**src/rtl/lincomb_seq_if.sv**
```systemverilog
// Bus bundle for lincomb_seq: request/operand signals from the requester
// and result/status signals from the unit.
//   start       request pulse, sampled only while the unit is idle
//   S           1 = operands are two's complement, 0 = unsigned
//   A, B        WIDTH-bit operands
//   KA, KB      CW-bit unsigned coefficients
//   busy        high while an operation is in flight
//   done        one-cycle pulse when O and the flags update
//   O           truncated result KA*A - KB*B
//   overflag    result outside the representable range for the mode
//   borrowflag  unsigned mode only: KA*A < KB*B
//   validity    ~(overflag | borrowflag)
interface lincomb_seq_if #(
  parameter int WIDTH = 16,
  parameter int CW    = 4
);
  logic             start;
  logic             S;
  logic [WIDTH-1:0] A;
  logic [WIDTH-1:0] B;
  logic [CW-1:0]    KA;
  logic [CW-1:0]    KB;
  logic             busy;
  logic             done;
  logic [WIDTH-1:0] O;
  logic             overflag;
  logic             borrowflag;
  logic             validity;

  modport master (
    output start, S, A, B, KA, KB,
    input  busy, done, O, overflag, borrowflag, validity
  );

  modport slave (
    input  start, S, A, B, KA, KB,
    output busy, done, O, overflag, borrowflag, validity
  );
endinterface

```
**src/rtl/lincomb_seq.sv**
```systemverilog
// Multi-cycle linear-combination unit: O = KA*A - KB*B.
// Each product is built by serial shift-add, one coefficient bit per cycle,
// so an operation always takes 2*CW+3 cycles from the start edge to the
// cycle in which done is high, regardless of the coefficient values.
// Ports:
//   clk   rising-edge clock
//   rst   asynchronous active-high reset; aborts any operation
//   bus   lincomb_seq_if slave modport (start/S/A/B/KA/KB in,
//         busy/done/O/overflag/borrowflag/validity out)
module lincomb_seq #(
  parameter int WIDTH = 16,
  parameter int CW    = 4
) (
  input logic          clk,
  input logic          rst,
  lincomb_seq_if.slave bus
);

  localparam int PW    = WIDTH + CW;                      // product width
  localparam int DW    = PW + 1;                          // difference width
  localparam int CNT_W = (CW > 1) ? $clog2(CW) : 1;
  localparam logic [CNT_W-1:0] LAST = CNT_W'(CW - 1);

  typedef enum logic [2:0] {IDLE, MULA, MULB, SUB, FIN} state_t;

  state_t           state_q, state_d;
  logic [CNT_W-1:0] cnt_q, cnt_d;
  logic             load, step_a, step_b, do_sub, fin;

  logic signed [PW-1:0] a_sh_q, b_sh_q;
  logic signed [PW-1:0] pa_q, pb_q;
  logic signed [DW-1:0] d_q;
  logic [CW-1:0]        ka_q, kb_q;
  logic                 s_q;

  logic [WIDTH-1:0] o_q;
  logic             over_q, borrow_q, valid_q, done_q;

  // Signed mode: any bit above the signed WIDTH range differing from the
  // sign bit means the exact result does not fit. Unsigned mode: a
  // non-negative difference with any bit set at or above WIDTH.
  function automatic logic over_f(input logic signed [DW-1:0] d, input logic sgn);
    logic [DW-WIDTH:0] top;
    top = d[DW-1:WIDTH-1];
    if (sgn) over_f = !((&top) || (~|top));
    else     over_f = !d[DW-1] && (|d[DW-2:WIDTH]);
  endfunction

  function automatic logic borrow_f(input logic signed [DW-1:0] d, input logic sgn);
    borrow_f = !sgn && d[DW-1];
  endfunction

  function automatic logic signed [PW-1:0] ext_op(input logic [WIDTH-1:0] x, input logic sgn);
    ext_op = {{CW{sgn & x[WIDTH-1]}}, x};
  endfunction

  always_ff @(posedge clk or posedge rst) begin
    if (rst) begin
      state_q <= IDLE;
      cnt_q   <= '0;
    end else begin
      state_q <= state_d;
      cnt_q   <= cnt_d;
    end
  end

  always_comb begin
    state_d = state_q;
    cnt_d   = cnt_q;
    load    = 1'b0;
    step_a  = 1'b0;
    step_b  = 1'b0;
    do_sub  = 1'b0;
    fin     = 1'b0;
    case (state_q)
      IDLE: begin
        if (bus.start) begin
          load    = 1'b1;
          cnt_d   = '0;
          state_d = MULA;
        end
      end
      MULA: begin
        step_a = 1'b1;
        if (cnt_q == LAST) begin
          cnt_d   = '0;
          state_d = MULB;
        end else begin
          cnt_d = cnt_q + 1'b1;
        end
      end
      MULB: begin
        step_b = 1'b1;
        if (cnt_q == LAST) begin
          cnt_d   = '0;
          state_d = SUB;
        end else begin
          cnt_d = cnt_q + 1'b1;
        end
      end
      SUB: begin
        do_sub  = 1'b1;
        state_d = FIN;
      end
      FIN: begin
        fin     = 1'b1;
        state_d = IDLE;
      end
      default: state_d = IDLE;
    endcase
  end

  // Operand capture and shift-add: the shifted operand and the coefficient
  // shift in lockstep, so bit 0 of the coefficient always selects the
  // operand already weighted by 2^i.
  always_ff @(posedge clk) begin
    if (load) begin
      a_sh_q <= ext_op(bus.A, bus.S);
      b_sh_q <= ext_op(bus.B, bus.S);
      ka_q   <= bus.KA;
      kb_q   <= bus.KB;
      s_q    <= bus.S;
      pa_q   <= '0;
      pb_q   <= '0;
    end
    if (step_a) begin
      if (ka_q[0]) pa_q <= pa_q + a_sh_q;
      a_sh_q <= a_sh_q <<< 1;
      ka_q   <= ka_q >> 1;
    end
    if (step_b) begin
      if (kb_q[0]) pb_q <= pb_q + b_sh_q;
      b_sh_q <= b_sh_q <<< 1;
      kb_q   <= kb_q >> 1;
    end
    // One extra bit so the unsigned borrow shows up as a sign bit.
    if (do_sub) begin
      d_q <= {s_q & pa_q[PW-1], pa_q} - {s_q & pb_q[PW-1], pb_q};
    end
  end

  // Result stage: O and flags update only on the FIN edge.
  always_ff @(posedge clk or posedge rst) begin
    if (rst) begin
      o_q      <= '0;
      over_q   <= 1'b0;
      borrow_q <= 1'b0;
      valid_q  <= 1'b0;
      done_q   <= 1'b0;
    end else begin
      done_q <= fin;
      if (fin) begin
        o_q      <= d_q[WIDTH-1:0];
        over_q   <= over_f(d_q, s_q);
        borrow_q <= borrow_f(d_q, s_q);
        valid_q  <= !(over_f(d_q, s_q) || borrow_f(d_q, s_q));
      end
    end
  end

  assign bus.busy       = (state_q != IDLE);
  assign bus.done       = done_q;
  assign bus.O          = o_q;
  assign bus.overflag   = over_q;
  assign bus.borrowflag = borrow_q;
  assign bus.validity   = valid_q;

endmodule

```
**src/flat_wrapper.sv**
```systemverilog
// flat-port wrapper written by rule: the top's interface ports become plain ports
module lincomb_seq_flat 
#(
  parameter int WIDTH = 16,
  parameter int CW    = 4
)
  (clk, rst, bus_start, bus_S, bus_A, bus_B, bus_KA, bus_KB, bus_busy, bus_done, bus_O, bus_overflag, bus_borrowflag, bus_validity);
  lincomb_seq_if #(.WIDTH(WIDTH), .CW(CW)) bus_i ();
  input logic clk;
  input logic rst;
  input wire logic [$bits(bus_i.start)-1:0] bus_start;
  input wire logic [$bits(bus_i.S)-1:0] bus_S;
  input wire logic [$bits(bus_i.A)-1:0] bus_A;
  input wire logic [$bits(bus_i.B)-1:0] bus_B;
  input wire logic [$bits(bus_i.KA)-1:0] bus_KA;
  input wire logic [$bits(bus_i.KB)-1:0] bus_KB;
  output wire logic [$bits(bus_i.busy)-1:0] bus_busy;
  output wire logic [$bits(bus_i.done)-1:0] bus_done;
  output wire logic [$bits(bus_i.O)-1:0] bus_O;
  output wire logic [$bits(bus_i.overflag)-1:0] bus_overflag;
  output wire logic [$bits(bus_i.borrowflag)-1:0] bus_borrowflag;
  output wire logic [$bits(bus_i.validity)-1:0] bus_validity;
  assign bus_i.start = bus_start;
  assign bus_i.S = bus_S;
  assign bus_i.A = bus_A;
  assign bus_i.B = bus_B;
  assign bus_i.KA = bus_KA;
  assign bus_i.KB = bus_KB;
  assign bus_busy = bus_i.busy;
  assign bus_done = bus_i.done;
  assign bus_O = bus_i.O;
  assign bus_overflag = bus_i.overflag;
  assign bus_borrowflag = bus_i.borrowflag;
  assign bus_validity = bus_i.validity;
  lincomb_seq #(.WIDTH(WIDTH), .CW(CW)) u_core (.clk(clk), .rst(rst), .bus(bus_i));
endmodule
```
**config.mk**
```make
export PLATFORM = sky130hd
export DESIGN_NAME = lincomb_seq_flat
export DESIGN_NICKNAME = d
export VERILOG_FILES = /design/src/rtl/lincomb_seq_if.sv /design/src/rtl/lincomb_seq.sv /design/src/flat_wrapper.sv
export SDC_FILE = /design/constraint.sdc
export NUM_CORES = 1
export LEC_CHECK = 0
export ABC_AREA = 1
export CORE_UTILIZATION = 40
export CTS_CLUSTER_DIAMETER = 60
export DETAILED_ROUTE_END_ITERATION = 6
export PLACE_DENSITY_LB_ADDON = 0.2
export SLEW_MARGIN = 20
export SYNTH_ARGS = -nofsm -noshare
export SYNTH_HDL_FRONTEND = slang
export SYNTH_SLANG_ARGS = --single-unit
```
**constraint.sdc**
```tcl
create_clock -name clk -period 3.7 [get_ports clk]
set_clock_uncertainty 0.2 [all_clocks]
set_input_delay 0.555 -clock clk [delete_from_list [all_inputs] [get_ports clk]]
set_output_delay 0.555 -clock clk [all_outputs]
set_load 0.02 [all_outputs]
```
==> metrics <==
vias per inst roughly 5.0; R2R depth 5; Max Clock Freq 373 MHz; postcts setup bufs 0; crit path kind flip-flop to flip-flop; worst path required time around 3.6 ns; area added between synthesis and finish 16.9%; DRT iter0 DRCs ~440; CP endpoint kind flip-flop; Reg power frac 29.5%; power share of the clock group 15.5%; status completed; Clk Latency, worst-skew pair roughly 0.43 ns; critical path's top delay family simple AND/OR/NAND/NOR gates; Hold EP u_core.bus.O[12]; sw power ~4.7 mW; CTS tree yes; final setup fails 0; Least-Margin Pin Slew roughly 0.92 ns; clk root buf clkbuf_16; Leak approximately 4.8 nW; cell count after placement 1,438; sequential element share of the synthesized area between 40% and 50%; die height about 150 µm; hold depth 2; min Tclk post-route about 2.7 ns; H-tree Lvls 4; Async SR Flop Fraction a little under a fifth; library cells used by synthesis 39; number of global-route vias before repair between 6,000 and 7,000; Post-Syn Instances about 1,100; Post-synth top cells nand2_1, inv_1, nand3_1, nor2_1, edfxtp_1; VDD IR max around 0.40 mV; Slew HR 38.2%; switching share of power a little under half; Levels on crit path 5; Max stage delay on crit path slightly above 0.7 ns; TritonRoute pass-1 iters 5; CTS clk-pin slew, worst paths roughly 0.060 ns; nets between 1,000 and 1,500; Primary FF master, synth edfxtp_1; critical path peak fanout 22; Int Power 5.41 mW; Syn Nets between 1,000 and 1,500; RSZ-0062 raised after global routing false; share of layout cells above drive strength 1 around 4.9%; wire length per cell ~15 µm; I/O pins between 60 and 70; final cell count without fillers roughly 1,500; CP bufs+invs 2; GRT overflow 0; CTS Buffer Depth 2; synth top area cells edfxtp_1, nand2_1, dfxtp_1; Die ar. between 20,000 and 25,000 µm²; antenna-violating nets left 0; Antenna diodes 0; clock buffer count from CTS 17; most frequent cell after synthesis nand2_1; Max Cap Viol 0; Critical Path Slowest Stage Cell inv_1; hold buffers post-CTS 0; PortBufs 64; die span in x around 150 µm; Post-synth EDFFs 66; Logic pwr share 55.0%; sequence of cells on the critical path nor2_2, inv_2, nor2_4, nor2_1, inv_1; Worst R2R Start u_core.state_q[2]; antenna violations before repair 0; Yosys top cell area share between 20% and 30%; Detail Placement HPWL roughly 17,000 µm; DRC Markers 0; Total GRT Usage 20.8%; Routed WL approximately 22,000 µm; Slew Viols, Final 0; Hold Crit Start u_core.d_q[12]; WP data arrival ~2.5 ns; Cell Area, Synth between 8000 and 9000 µm²; Reg2Reg Capture Point u_core.b_sh_q[3]; RePlAce Congestion 0.892; setup TNS 0 ns; warnings from Yosys 0; Final Cycle Share 72.5%; Yosys reg bits 135; Worst Hold Class flip-flop to flip-flop; first-pass GRT wire length approximately 35,000 µm; post-cts sizing count 0; FP Rows 53; hold violation count in the final report 0; Finished Core Util 47.7%; Synth Area per Inst 7.68 µm²; R2R Setup Slk ~1.0 ns; Worst setup SP type flip-flop; Power Density 1010 nW/µm²; initial core utilization 40.8%; top cell type by total area after synthesis edfxtp_1; via count ~7,400; CTS sink cnt between 100 and 150; largest net degree at the start of global routing 43; Core ar. 21,000 µm²
==> sequential cells by signal, indices dropped and copies added (netlist names) <==
register / flops
u_core.pb_q: 20
u_core.b_sh_q: 20
u_core.s_q: 1
u_core.pa_q: 20
u_core.cnt_q: 2
u_core.bus.borrowflag: 1
u_core.state_q: 3
u_core.d_q: 21
u_core.kb_q: 4
u_core.ka_q: 4
u_core.bus.overflag: 1
u_core.bus.O: 16
u_core.bus.done: 1
u_core.a_sh_q: 20
u_core.bus.validity: 1
==> logic make-up (layout without fill, tap and decap cells) <==
group                      after synthesis  count (layout)  synth area share, %
and+or+nand+nor                        555             555                 27.3
buffers and inverters                  170             249                 7.85
AOI/OAI and AO/OA                      162             162                 11.6
DFF                                    135             135                 40.7
adders and majority gates               62              62                 9.31
xor gates and xnor gates                32              32                 3.27
==> per-stage QoR <==
stage,power (mW),area [µm²],worst slack (ns),hold WS [ns]
finish,10.1,10000,1.02,0.235
global route,11.0,10000,0.842,0.260
CTS,10.2,10000,1.01,0.237
detailed placement,8.56,9490,1.01,0.233
global placement,8.49,9490,1.05,0.231
floorplan,6.99,8570,1.09,0.224
==> placed cells by master (no fill, tap or decap), drive strengths merged, types with 12 or more instances in the layout <==
master         count
a22o              27
xor2              24
nand4             12
edfxtp            66
nor2              83
nand3             94
nand2            342
dfxtp             44
ha                59
nor3              12
clkbuf            21
clkdlybuf4s50     64
a21oi             56
inv              153
dfrtp             25
o21ai             54
==> cell type report <==
type	count	area (µm²)
Fill cell	2115	11000
Multi-Input combinational cell	811	4420
Sequential cell	135	3490
Timing Repair Buffer	70	686
Inverter	147	552
Clock buffer	21	460
Tap cell	275	344
Clock inverter	11	71.3
==> layer usage <==
layer | share of wire, % | up-vias | global-route usage, %
met5 | 0 | - | 0
met4 | 1.3 | 0 | 5.88
met3 | 3.5 | 25 | 3.65
met2 | 47 | 140 | 35.0
met1 | 48 | 3402 | 27.2
li1 | - | 3822 | -
==> power groups by stage <==
stage,logic [mW],registers [mW],clock network [mW]
3_5_place_dp,5.55,3.01,0
6_report,5.56,2.98,1.57
2_1_floorplan,4.05,2.95,0
3_3_place_gp,5.49,3.00,0
4_1_cts,5.58,2.99,1.59
5_1_grt,6.27,3.05,1.66
==> worst max-delay path by stage <==
| stage | from | to | slack [ns] |
|---|---|---|---|
| 4_1_cts | u_core.state_q[2] | u_core.b_sh_q[12] | 1.01 |
| 3_3_place_gp | u_core.state_q[2] | u_core.b_sh_q[3] | 1.05 |
| 6_report | u_core.state_q[2] | u_core.b_sh_q[3] | 1.02 |
| 3_5_place_dp | u_core.state_q[2] | u_core.b_sh_q[3] | 1.01 |
| 2_1_floorplan | u_core.state_q[1] | u_core.d_q[0] | 1.09 |
| 5_1_grt | u_core.state_q[2] | u_core.b_sh_q[12] | 0.84 |
==> worst register-to-register path: stages (launching register included) <==
cell,delay (ns)
dfrtp_1,0.44
nor2_2,0.21
inv_2,0.07
nor2_4,0.46
nor2_1,0.19
inv_1,0.72
Note: power is estimated with default switching activity, not from simulation.
